==> src/rtl/vga_pkg.sv <==
// Shared VGA constants: active-area defaults, RGB332 colours, sprite palette
// and the per-axis bounce step used by the sprite motion logic.
package vga_pkg;

  localparam int unsigned H_ACTIVE_DEF = 640;
  localparam int unsigned V_ACTIVE_DEF = 480;

  localparam logic [7:0] COLOR_BLACK = 8'h00;
  localparam logic [7:0] COLOR_WHITE = 8'hFF;
  localparam logic [7:0] COLOR_BG    = 8'h02;

  typedef struct packed {
    logic active;
    logic border;
    logic in_box;
  } pix_flags_t;

  typedef struct packed {
    logic [9:0] pos;
    logic       neg;
    logic       bounce;
  } axis_t;

  function automatic logic [7:0] palette(input logic [2:0] idx);
    logic [7:0] c;
    case (idx)
      3'd0:    c = 8'hE0;
      3'd1:    c = 8'h1C;
      3'd2:    c = 8'h03;
      3'd3:    c = 8'hFC;
      3'd4:    c = 8'hE3;
      3'd5:    c = 8'h1F;
      3'd6:    c = 8'h92;
      default: c = 8'h6D;
    endcase
    return c;
  endfunction

  // One frame of motion on one axis; 11-bit sums keep the edge test from wrapping.
  function automatic axis_t axis_step(input logic [9:0] pos, input logic neg,
                                      input logic [10:0] limit, input logic [10:0] size,
                                      input logic [10:0] speed);
    axis_t      r;
    logic [10:0] p;
    p        = {1'b0, pos};
    r.pos    = pos;
    r.neg    = neg;
    r.bounce = 1'b0;
    if (!neg) begin
      if (p + size + speed > limit) begin
        r.pos    = 10'(limit - size);
        r.neg    = 1'b1;
        r.bounce = 1'b1;
      end else begin
        r.pos = 10'(p + speed);
      end
    end else begin
      if (p < speed) begin
        r.pos    = '0;
        r.neg    = 1'b0;
        r.bounce = 1'b1;
      end else begin
        r.pos = 10'(p - speed);
      end
    end
    return r;
  endfunction

endpackage

==> src/rtl/sprite_motion.sv <==
// Bouncing sprite position, direction and colour index, advanced once per frame
// when the beam reaches the first pixel of the first blanking line.
module sprite_motion
  import vga_pkg::*;
#(
  parameter int unsigned H_ACTIVE = H_ACTIVE_DEF,
  parameter int unsigned V_ACTIVE = V_ACTIVE_DEF,
  parameter int unsigned SIZE     = 32,
  parameter int unsigned SPEED    = 2,
  parameter int unsigned X0       = 100,
  parameter int unsigned Y0       = 50
) (
  input  logic       clk_25,
  input  logic       rst,
  input  logic [9:0] h_count,
  input  logic [9:0] v_count,
  output logic [9:0] x,
  output logic [9:0] y,
  output logic [2:0] color_idx
);

  localparam logic [10:0] H_W     = 11'(H_ACTIVE);
  localparam logic [10:0] V_W     = 11'(V_ACTIVE);
  localparam logic [10:0] SIZE_W  = 11'(SIZE);
  localparam logic [10:0] SPEED_W = 11'(SPEED);

  logic [9:0] x_q, y_q;
  logic       left_q, up_q;
  logic [2:0] color_q;
  logic       frame_tick;
  axis_t      ax, ay;

  assign frame_tick = (h_count == 10'd0) && (v_count == 10'(V_ACTIVE));

  always_comb begin
    ax = axis_step(x_q, left_q, H_W, SIZE_W, SPEED_W);
    ay = axis_step(y_q, up_q, V_W, SIZE_W, SPEED_W);
  end

  always_ff @(posedge clk_25) begin
    if (rst) begin
      x_q     <= 10'(X0);
      y_q     <= 10'(Y0);
      left_q  <= 1'b0;
      up_q    <= 1'b0;
      color_q <= 3'd0;
    end else if (frame_tick) begin
      x_q    <= ax.pos;
      y_q    <= ay.pos;
      left_q <= ax.neg;
      up_q   <= ay.neg;
      // A corner hit counts as a single bounce.
      if (ax.bounce || ay.bounce) color_q <= color_q + 3'd1;
    end
  end

  assign x         = x_q;
  assign y         = y_q;
  assign color_idx = color_q;

endmodule

==> src/rtl/sprite_draw.sv <==
// Sprite overlay on a bordered background: two-stage pixel pipeline with the
// syncs delayed to stay aligned with rgb.
module sprite_draw
  import vga_pkg::*;
#(
  parameter int unsigned H_ACTIVE = H_ACTIVE_DEF,
  parameter int unsigned V_ACTIVE = V_ACTIVE_DEF,
  parameter int unsigned SIZE     = 32,
  parameter int unsigned SPEED    = 2,
  parameter int unsigned X0       = 100,
  parameter int unsigned Y0       = 50
) (
  input  logic       clk_25,
  input  logic       rst,
  input  logic [9:0] h_count,
  input  logic [9:0] v_count,
  input  logic       hs_in,
  input  logic       vs_in,
  output logic       hs_out,
  output logic       vs_out,
  output logic [7:0] rgb
);

  localparam logic [10:0] H_W    = 11'(H_ACTIVE);
  localparam logic [10:0] V_W    = 11'(V_ACTIVE);
  localparam logic [10:0] SIZE_W = 11'(SIZE);

  logic [9:0]  spr_x, spr_y;
  logic [2:0]  color_idx;
  logic [10:0] h_ext, v_ext, x_ext, y_ext;
  pix_flags_t  flags_d, flags_q;
  logic [7:0]  rgb_d, rgb_q;
  logic        hs_d1_q, hs_q, vs_d1_q, vs_q;

  sprite_motion #(
    .H_ACTIVE (H_ACTIVE),
    .V_ACTIVE (V_ACTIVE),
    .SIZE     (SIZE),
    .SPEED    (SPEED),
    .X0       (X0),
    .Y0       (Y0)
  ) u_motion (
    .clk_25    (clk_25),
    .rst       (rst),
    .h_count   (h_count),
    .v_count   (v_count),
    .x         (spr_x),
    .y         (spr_y),
    .color_idx (color_idx)
  );

  assign h_ext = {1'b0, h_count};
  assign v_ext = {1'b0, v_count};
  assign x_ext = {1'b0, spr_x};
  assign y_ext = {1'b0, spr_y};

  always_comb begin
    flags_d.active = (h_ext < H_W) && (v_ext < V_W);
    flags_d.border = flags_d.active &&
                     ((h_count == 10'd0) || (h_ext == H_W - 11'd1) ||
                      (v_count == 10'd0) || (v_ext == V_W - 11'd1));
    flags_d.in_box = (h_ext >= x_ext) && (h_ext < x_ext + SIZE_W) &&
                     (v_ext >= y_ext) && (v_ext < y_ext + SIZE_W);
  end

  // Border wins over the sprite; blanking always forces black.
  always_comb begin
    rgb_d = COLOR_BG;
    if (!flags_q.active)     rgb_d = COLOR_BLACK;
    else if (flags_q.border) rgb_d = COLOR_WHITE;
    else if (flags_q.in_box) rgb_d = palette(color_idx);
  end

  always_ff @(posedge clk_25) begin
    if (rst) begin
      flags_q <= '0;
      rgb_q   <= COLOR_BLACK;
      hs_d1_q <= 1'b1;
      hs_q    <= 1'b1;
      vs_d1_q <= 1'b1;
      vs_q    <= 1'b1;
    end else begin
      flags_q <= flags_d;
      rgb_q   <= rgb_d;
      hs_d1_q <= hs_in;
      hs_q    <= hs_d1_q;
      vs_d1_q <= vs_in;
      vs_q    <= vs_d1_q;
    end
  end

  assign rgb    = rgb_q;
  assign hs_out = hs_q;
  assign vs_out = vs_q;

endmodule

==> config.mk <==
export PLATFORM = sky130hd
export DESIGN_NAME = sprite_draw
export DESIGN_NICKNAME = d
export VERILOG_FILES = /design/src/rtl/vga_pkg.sv /design/src/rtl/sprite_motion.sv /design/src/rtl/sprite_draw.sv
export SDC_FILE = /design/constraint.sdc
export NUM_CORES = 1
export LEC_CHECK = 0
export CORE_MARGIN = 1
export CORE_UTILIZATION = 35
export CTS_BUF_LIST = sky130_fd_sc_hd__clkbuf_16
export CTS_CLUSTER_SIZE = 25
export DETAILED_ROUTE_END_ITERATION = 8
export PLACE_DENSITY_LB_ADDON = 0.05
export SKIP_LAST_GASP = 1
export SLEW_MARGIN = 40
export SYNTH_ARGS = -nofsm -noshare
export SYNTH_HDL_FRONTEND = slang
export SYNTH_HIERARCHICAL = 1
export SYNTH_SLANG_ARGS = --single-unit
==> constraint.sdc <==
create_clock -name clk_25 -period 2.9 [get_ports clk_25]
set_input_delay 0.58 -clock clk_25 [delete_from_list [all_inputs] [get_ports clk_25]]
set_output_delay 0.58 -clock clk_25 [all_outputs]
set_load 0.1 [all_outputs]
==> results of run 1 <==
-- flip-flops by register name, summed over array words and instances (netlist names) --
name,cells
u_motion/x,9
u_motion/y,9
u_motion/color_idx,3
u_motion/left_q,1
u_motion/up_q,1
rgb,6
vs_d1_q,1
flags_q,3
hs_d1_q,1
vs_out,1
hs_out,1
-- worst max path at each step --
stage / endpoint / slack, ns / start
6_report: u_motion/color_idx[0]$_SDFFE_PP0P_ / 0.15 / u_motion/x[1]$_SDFFE_PP0P_
5_1_grt: u_motion/color_idx[0]$_SDFFE_PP0P_ / 0.02 / u_motion/x[1]$_SDFFE_PP0P_
4_1_cts: u_motion/color_idx[0]$_SDFFE_PP0P_ / 0.15 / u_motion/x[1]$_SDFFE_PP0P_
3_5_place_dp: u_motion/left_q$_SDFFE_PP0P_ / -0.01 / v_count[0]
3_3_place_gp: u_motion/color_idx[2]$_SDFFE_PP0P_ / 0.06 / v_count[0]
2_1_floorplan: u_motion/color_idx[0]$_SDFFE_PP0P_ / 0.29 / u_motion/x[2]$_SDFFE_PP1P_
-- Yosys cell counts, types with 5 or more instances --
master	count	area share
dfxtp_1	36	0.20
ha_1	37	0.13
a211o_1	5	0.012
and3_1	8	0.014
o21ai_0	19	0.026
nand4_1	7	0.012
a21o_1	10	0.021
nor3_1	18	0.025
nand3_1	25	0.035
clkbuf_1	15	0.016
a211oi_1	6	0.012
nand2b_1	7	0.012
a31oi_1	7	0.012
nor2_1	27	0.028
nand2_1	30	0.031
xnor2_1	22	0.053
buf_2	5	0.0069
nor4_1	13	0.022
buf_4	5	0.010
nor2b_1	6	0.010
a21oi_1	31	0.043
inv_1	34	0.035
or2_2	6	0.010
-- per-stage QoR --
stage,instances,TNS (ns),power (mW),util,hold slack (ns)
3_5_place_dp,639,-0.0102,0.664,0.424,0.403
3_3_place_gp,639,0,0.661,0.424,0.397
4_1_cts,647,0,1.29,0.441,0.419
2_1_floorplan,470,0,0.586,-,0.389
5_1_grt,647,0,1.33,0.441,0.438
6_report,647,0,1.27,0.441,0.416
-- cells in the final DEF (no fill, tap or decap), types with 3 or more instances in the layout --
| master | instances |
|---|---|
| buf_4 | 42 |
| ha_1 | 37 |
| dfxtp_1 | 36 |
| inv_1 | 34 |
| a21oi_1 | 31 |
| nand2_1 | 30 |
| nor2_1 | 27 |
| nand3_1 | 25 |
| clkdlybuf4s50_1 | 23 |
| xnor2_1 | 22 |
| o21ai_0 | 19 |
| nor3_1 | 18 |
| nor4_1 | 13 |
| a21o_1 | 10 |
| and3_1 | 8 |
| nand2b_1 | 7 |
| a31oi_1 | 7 |
| nand4_1 | 7 |
| or2_2 | 6 |
| nor2b_1 | 6 |
| a211oi_1 | 6 |
| clkbuf_16 | 5 |
| a211o_1 | 5 |
| or4_4 | 4 |
| or4_1 | 4 |
| o32ai_1 | 4 |
| xor2_1 | 4 |
| and4_1 | 3 |
| a31o_2 | 3 |
| mux2i_1 | 3 |
| or3_1 | 3 |
-- cell type report --
cell class / instances / area (µm²) / share of cell area
clock inverters: 3 / 42.5 / 0.00973
flip-flops and latches: 36 / 721 / 0.165
repair buffers: 66 / 566 / 0.129
well taps: 133 / 166 / 0.0380
clock buffers: 5 / 125 / 0.0286
inverters: 35 / 131 / 0.0300
multi-input cells: 369 / 2620 / 0.600
-- cell families after synthesis --
| kind of cell | after synthesis | share of synthesized area |
|---|---|---|
| fa+ha+maj | 37 | 0.128 |
| other cells | 1 | 0.00103 |
| flops | 36 | 0.199 |
| compound gates | 121 | 0.239 |
| simple gates | 179 | 0.280 |
| buf+inv | 65 | 0.0784 |
| mux | 4 | 0.0114 |
| xor+xnor | 26 | 0.0628 |
-- worst register-to-register path: stages (launching register included) --
cell     delay [ns]
dfxtp_1        0.46
inv_1          0.10
ha_1           0.34
nor2b_1        0.12
nand4_1        0.12
or4_4          0.47
o311a_4        0.37
nor4b_4        0.14
or4_1          0.50
-- power groups by stage --
| stage | logic, mW | registers, mW | clock network, mW |
|---|---|---|---|
| finish | 0.153 | 0.500 | 0.618 |
| global route | 0.170 | 0.500 | 0.657 |
| CTS | 0.153 | 0.500 | 0.635 |
| detailed placement | 0.153 | 0.511 | 0 |
| global placement | 0.151 | 0.511 | 0 |
| floorplan | 0.0636 | 0.523 | 0 |
-- routing by layer --
layer | share of wire | up-vias | GRT usage
li1 | - | 1828 | -
met5 | 0 | - | 0
met1 | 0.49 | 1676 | 0.263
met4 | 0.0031 | 0 | 0.0286
met3 | 0.044 | 2 | 0.0245
met2 | 0.47 | 81 | 0.313
==> results.cfg, run 1 <==
[route]
drt-initial-drc-count = 191
drt_wl_total_mm = 10.1
drc_errors = 0
num_vias = 3587
firstDrtPassIters = 4
vias_per_cell = 5.54
wire_per_inst_um = 15.7
antenna_left = 0

[clock_tree]
cts_resized = 0
cts_num_sinks = 36
cts_buffer_depth = 2
clk_latency_ns = 0.28
postCtsSetupRepairBufs = 0
cts_tree = built
cts_made_buffers = 5
path_clk_slew_ns = 0.06
cts-hold-fix-buffers = 0
htreeDepth = 2
cts_root_buf = clkbuf_16

[power]
pwr-share-seq = 0.393
p_int_mw = 0.976
switching_share = 0.232
vdd_ir_drop_max_mv = 0.196
power.switching_mw = 0.295
p_leak_nw = 1.68
power_frac_clock = 0.486
cellPowerDensity_nw_per_um2 = 290
comb_power_share = 0.120

[worst_hold_path]
hp-start = vs_d1_q$_SDFF_PP1_
hp-class = flip-flop to flip-flop
hold_depth = 1
min_to = vs_out$_SDFF_PP1_

[critical_path]
critical-path-max-stage-delay_ns = 0.50
arrival_ns = 2.91
reg2reg_depth = 8
path_depth = 8
reg2reg_slack_ns = 0.15
crit_buf_inv = 1
startpoint_type = flip-flop
worstReg2RegStart = u_motion/x[1]$_SDFFE_PP0P_
path_class = flip-flop to flip-flop
path_max_fanout = 7
cp_slowest_cell = or4_1
required_ns = 3.06
endpoint_kind = flip-flop
worstReg2RegEnd = u_motion/color_idx[0]$_SDFFE_PP0P_
cp_cell_sequence = inv_1, ha_1, nor2b_1, nand4_1, or4_4, o311a_4, nor4b_4, or4_1
critical_path.top_delay_family = simple AND/OR/NAND/NOR gates

[sta]
post-route-period-util = 0.949
fin_ws_ns = 0.149
hold_violations = 0
finalMaxSlewViolations = 0
max_freq_mhz = 364
setup_viol_count_final = 0
finalCriticalPeriod_ns = 2.75
fin_skew_ns = 0.00685
worst-slew-pin-transition_ns = 0.645
grt_setup_unrepaired = no
relSlewSlack = 0.567

[synth]
synth_warnings = 6
avgSynthCellArea_um2 = 7.73
synth_seq_cells = 36
yosysUniqueCellTypes = 76
ys_async_sr_fraction = 0
synthCells = 469
ys_seq_area_frac = 0.199
synth_top_flop_cell = dfxtp_1
synth_edf_count = 0
synth_area_um2 = 3620

[place]
dp_slack_ns = -0.0102
port-buffer-count = 33
dp_hpwl_mm = 7.80
post_dp_cell_area_um2 = 4210
routabilityCongestion = 0.845

[layout]
fillCellCount = 1002
drive_gt1_frac = 0.148
fin_area_um2 = 4370
syn_to_final_growth_pct = 20.7
diodes = 0
nets = 574

[die]
die_h_um = 104
core_region_area_um2 = 9910
rows = 36
initial_utilization = 0.366
dieArea_um2 = 10800
ios = 34
die_width_um = 104

[global_routing]
grt_max_degree = 26
grt_usage = 0.188
grt_pass1_vias = 3265
antenna_found_initial = 0
grt_pass1_wl_mm = 16.5
grt_overflow = 0

[job]
drv_cap = 0

[status]
status = completed
No activity file was read; power rests on OpenSTA's default activity.
==> inputs of run 2 (changes only) <==
--- a/config.mk
+++ b/config.mk
@@ -5,11 +5,13 @@
 export SDC_FILE = /design/constraint.sdc
 export NUM_CORES = 1
 export LEC_CHECK = 0
+export ABC_AREA = 1
 export CORE_MARGIN = 1
 export CORE_UTILIZATION = 35
 export CTS_BUF_LIST = sky130_fd_sc_hd__clkbuf_16
 export CTS_CLUSTER_SIZE = 25
 export DETAILED_ROUTE_END_ITERATION = 8
+export GPL_TIMING_DRIVEN = 1
 export PLACE_DENSITY_LB_ADDON = 0.05
 export SKIP_LAST_GASP = 1
 export SLEW_MARGIN = 40
==> results.cfg, run 2 <==
[sta]
post-route-period-util = 0.820
worst-slew-pin-transition_ns = 0.544
fin_ws_ns = 0.521
relSlewSlack = 0.637
grt_setup_unrepaired = no
finalCriticalPeriod_ns = 2.38
max_freq_mhz = 420
fin_skew_ns = 0.00614
finalSetupTns_ns = 0
finalMaxSlewViolations = 0
setup_viol_count_final = 0
hold_violations = 0

[worst_hold_path]
hp-start = hs_d1_q$_SDFF_PP1_
min_to = hs_out$_SDFF_PP1_
hp-class = flip-flop to flip-flop
hold_depth = 1

[global_routing]
antenna_found_initial = 0
grt_pass1_vias = 3344
grt_pass1_wl_mm = 15.8
grt_usage = 0.187
grt_max_degree = 17
grt_overflow = 0

[critical_path]
endpoint_kind = flip-flop
required_ns = 3.10
arrival_ns = 2.58
startpoint_type = primary input
worstReg2RegEnd = u_motion/x[6]$_SDFFE_PP1P_
reg2reg_slack_ns = 0.68
path_class = primary input to flip-flop
reg2reg_depth = 14
worstReg2RegStart = u_motion/x[1]$_SDFFE_PP0P_
path_max_fanout = 15

[die]
die_width_um = 103
core_region_area_um2 = 9860
die_h_um = 103
initial_utilization = 0.365
ios = 34
rows = 36
dieArea_um2 = 10700

[synth]
synthCells = 571
synth_seq_cells = 36
synth_common_cells = nand2_1 (130), inv_1 (77), nor2_1 (55)
synth_top_flop_cell = dfxtp_1
synth_most_common_cell = nand2_1
synth_top_area_frac = 0.200
ys_seq_area_frac = 0.200
synth_top_cell_by_area = dfxtp_1
synth_area_um2 = 3600
netlist_top_cells_area = dfxtp_1 (20%), nand2_1 (14%), ha_1 (13%)
synth_warnings = 6
synth_edf_count = 0
avgSynthCellArea_um2 = 6.30
yosysUniqueCellTypes = 39
ys_async_sr_fraction = 0

[clock_tree]
cts_root_buf = clkbuf_16
cts_buffer_depth = 2
cts_made_buffers = 5
path_clk_slew_ns = 0.06
htreeDepth = 2
clk_latency_ns = 0.27
cts_num_sinks = 36
cts_resized = 0
postCtsSetupRepairBufs = 0
cts_tree = built
cts-hold-fix-buffers = 0

[layout]
diodes = 0
nets = 672
final_common_cell = nand2_1
syn_to_final_growth_pct = 17.1
fillCellCount = 1064
final_cell_mix = nand2_1 (130), inv_1 (79), nor2_1 (55)
drive_gt1_frac = 0.114

[power]
vdd_ir_drop_max_mv = 0.178
p_leak_nw = 1.91
cellPowerDensity_nw_per_um2 = 276

[place]
routabilityCongestion = 0.838
dp_slack_ns = 0.237
port-buffer-count = 33
dp_hpwl_mm = 7.63

[route]
drt-initial-drc-count = 135
firstDrtPassIters = 4
vias_per_cell = 4.85
wire_per_inst_um = 12.7
drc_errors = 0
num_vias = 3611
antenna_left = 0
drt_wl_total_mm = 9.44

[job]
drv_cap = 0

[status]
status = completed
-- run 2: cell count changes in the layout (fill, tap and decap cells not counted), sizes merged, moves of 10 or more --
| cell | previous run | this run |
|---|---|---|
| nor2 | 27 | 62 |
| xor2 | 4 | 20 |
| nand4 | 7 | 18 |
| inv | 35 | 91 |
| buf | 43 | 21 |
| a21oi | 31 | 46 |
| o21ai | 20 | 31 |
| xnor2 | 22 | 4 |
| a21o | 10 | 0 |
| nand2 | 30 | 141 |
| nand3 | 25 | 37 |
-- run 2: cell families (layout without fill, tap and decap cells) --
logic type | Yosys count | after routing | share of synthesized area
and+or+nand+nor | 280 | 280 | 0.359
buffers and inverters | 101 | 141 | 0.115
AOI/OAI and AO/OA | 92 | 92 | 0.137
adders and majority gates | 37 | 37 | 0.129
DFF | 36 | 36 | 0.200
xor gates and xnor gates | 24 | 24 | 0.0584
other | 1 | 2 | 0.00104
-- run 2: critical path: stages --
cell	delay, ns
clkdlybuf4s50_1	0.57
inv_1	0.08
nor2_1	0.14
nand2_1	0.07
nor3_1	0.18
nand2_1	0.23
inv_1	0.24
buf_4	0.24
o21ai_0	0.09
a31oi_1	0.16
-- run 2: worst max-delay path by stage --
| stage | from | to | slack [ns] | depth (start not counted) |
|---|---|---|---|---|
| after CTS | v_count[8] | u_motion/y[3]$_SDFFE_PP0P_ | 0.52 | 10 |
| after global routing | v_count[8] | u_motion/y[2]$_SDFFE_PP0P_ | 0.31 | 10 |
| after floorplan | rgb[3]$_SDFF_PP0_ | rgb[3] | 0.96 | 1 |
| after detailed placement | v_count[8] | u_motion/y[3]$_SDFFE_PP0P_ | 0.24 | 10 |
| final | v_count[8] | u_motion/y[3]$_SDFFE_PP0P_ | 0.52 | 10 |
| after global placement | v_count[8] | u_motion/x[9]$_SDFFE_PP0P_ | 0.32 | 10 |
-- run 2: final cells by class --
cell class | instances | area [µm²] | share of cell area
Tap cell | 133 | 166 | 0.0395
Sequential cell | 36 | 721 | 0.171
Inverter | 89 | 334 | 0.0793
Timing Repair Buffer | 44 | 388 | 0.0920
Clock buffer | 5 | 125 | 0.0297
Clock inverter | 3 | 11.3 | 0.00267
Multi-Input combinational cell | 435 | 2470 | 0.586
-- run 2: report_power, final --
group / switching [mW] / internal (mW) / total, mW
Combinational: 0.0966 / 0.0737 / 0.170
Sequential: 0.00129 / 0.499 / 0.500
Clock: 0.185 / 0.309 / 0.494
-- run 2: through the flow --
stage	cell area, µm²	power (mW)	hold slack (ns)	utilization	instances
after floorplan	3600	0.603	0.389	-	572
after global placement	4080	0.680	0.391	0.413	737
after detailed placement	4080	0.682	0.402	0.413	737
after CTS	4210	1.19	0.414	0.427	745
after global routing	4210	1.23	0.432	0.427	745
final	4210	1.16	0.410	0.427	745
-- run 2: metal layers --
| layer | global-route usage | wire length (µm) | vias up | share of wire |
|---|---|---|---|---|
| li1 | - | - | 1937 | - |
| met1 | 0.249 | 4610 | 1623 | 0.49 |
| met2 | 0.329 | 4500 | 47 | 0.48 |
| met3 | 0.0255 | 296 | 4 | 0.031 |
| met4 | 0.0249 | 36 | 0 | 0.0038 |
| met5 | 0 | 0 | - | 0 |
==> inputs of run 3 (changes only) <==
==> constraint.sdc (replaced) <==
create_clock -name clk_25 -period 2.3 [get_ports clk_25]
set_input_delay 0.46 -clock clk_25 [delete_from_list [all_inputs] [get_ports clk_25]]
set_output_delay 0.46 -clock clk_25 [all_outputs]
set_load 0.1 [all_outputs]
==> results.cfg, run 3 (synthesis gave the netlist of run 2 again) <==
[die]
dieArea_um2 = 10700
die_h_um = 103
ios = 34
core_region_area_um2 = 9860
die_width_um = 103
initial_utilization = 0.365
rows = 36

[clock_tree]
path_clk_slew_ns = 0.05
cts_made_buffers = 5
cts_tree = built
postCtsSetupRepairBufs = 0
clk_latency_ns = 0.28
htreeDepth = 2
cts_buffer_depth = 2
cts_num_sinks = 36
cts_root_buf = clkbuf_16

[place]
routabilityCongestion = 0.926
port-buffer-count = 33
dp_slack_ns = 0.0579
post_dp_cell_area_um2 = 4180
dp_hpwl_mm = 7.71

[power]
finalPower_mw = 1.49
switching_share = 0.246
pwr-share-seq = 0.424
power_frac_clock = 0.428
p_leak_nw = 1.97
power.switching_mw = 0.367
vdd_ir_drop_max_mv = 0.192
p_int_mw = 1.12
comb_power_share = 0.149
cellPowerDensity_nw_per_um2 = 344

[global_routing]
grt_usage = 0.190
grt_pass1_wl_mm = 15.8
grt_pass1_vias = 3438
antenna_found_initial = 0
grt_overflow = 0
grt_max_degree = 17

[sta]
finalSetupTns_ns = 0
relSlewSlack = 0.653
fin_skew_ns = 0.00390
setup_viol_count_final = 0
post-route-period-util = 0.880
finalCriticalPeriod_ns = 2.02
worst-slew-pin-transition_ns = 0.519
fin_ws_ns = 0.275
whs_ns = 0.411
finalMaxSlewViolations = 0
max_freq_mhz = 494
hold_violations = 0
grt_setup_unrepaired = no

[critical_path]
arrival_ns = 2.17
path_class = flip-flop to flip-flop
required_ns = 2.45
path_max_fanout = 5
endpoint_kind = flip-flop
startpoint_type = flip-flop

[layout]
final_common_cell = nand2_1
fillCellCount = 1043
final_cell_mix = nand2_1 (130), inv_1 (77), nor2_1 (55)
diodes = 0
drive_gt1_frac = 0.139
nets = 686
syn_to_final_growth_pct = 20.1
fin_area_um2 = 4320

[route]
wire_per_inst_um = 12.4
drc_errors = 0
vias_per_cell = 4.79
firstDrtPassIters = 4
drt_wl_total_mm = 9.45
drt-initial-drc-count = 137
antenna_left = 0
num_vias = 3634

[worst_hold_path]
hp-class = flip-flop to flip-flop

[job]
drv_cap = 0

[status]
status = completed
run 3: through the flow:
stage,std cells,util
CTS,759,0.438
global route,759,0.438
finish,759,0.438
detailed placement,751,0.424
floorplan,572,-
global placement,751,0.424
run 3: worst paths after layout:
path                                            startpoint  cells after the start  slack, ns                          to
worst max register to register  u_motion/x[2]$_SDFFE_PP1P_                     14       0.28  u_motion/x[5]$_SDFFE_PP1P_
worst min-delay path                    vs_d1_q$_SDFF_PP1_                      1       0.41           vs_out$_SDFF_PP1_
worst min register to register          vs_d1_q$_SDFF_PP1_                      1       0.41           vs_out$_SDFF_PP1_
worst max-delay path            u_motion/x[2]$_SDFFE_PP1P_                     14       0.28  u_motion/x[5]$_SDFFE_PP1P_
run 3: final cells by class:
type	count	area [µm²]	area share
timing repair buffer	58	493	0.114
inverter	89	334	0.0773
tap	133	166	0.0385
sequential	36	722	0.167
clock inverter	3	13.8	0.00318
multi-input combinational	435	2470	0.571
clock buffer	5	125	0.0289
run 3: power groups by stage:
stage | registers [mW] | clock network, mW | logic (mW)
floorplan | 0.659 | 0 | 0.101
global placement | 0.644 | 0 | 0.222
detailed placement | 0.644 | 0 | 0.222
CTS | 0.631 | 0.665 | 0.224
global route | 0.631 | 0.687 | 0.251
finish | 0.631 | 0.637 | 0.221
run 3: critical path: stages (launching register included):
cell and delay [ns]:
dfxtp_2 0.39, inv_1 0.10, ha_1 0.31, nor2_1 0.17, nand3_1 0.10, nor2_1 0.09
nand3_1 0.07, nor2_1 0.08, nand3_1 0.08, nand2_2 0.11, inv_1 0.06, nand2_1 0.10
nand3_1 0.10, o21ai_0 0.08, nand2_1 0.06
run 3: timing repair:
action | 4_1_cts | 5_1_grt
setup endpoints to repair | 0 | 5
hold buffers | 0 | 0
resized for setup | 0 | 1
run 3: layer usage:
metal  part of all wire  track usage
met1               0.49        0.244
met3              0.021       0.0282
met2               0.49        0.342
met5                  0            0
met4             0.0038       0.0260
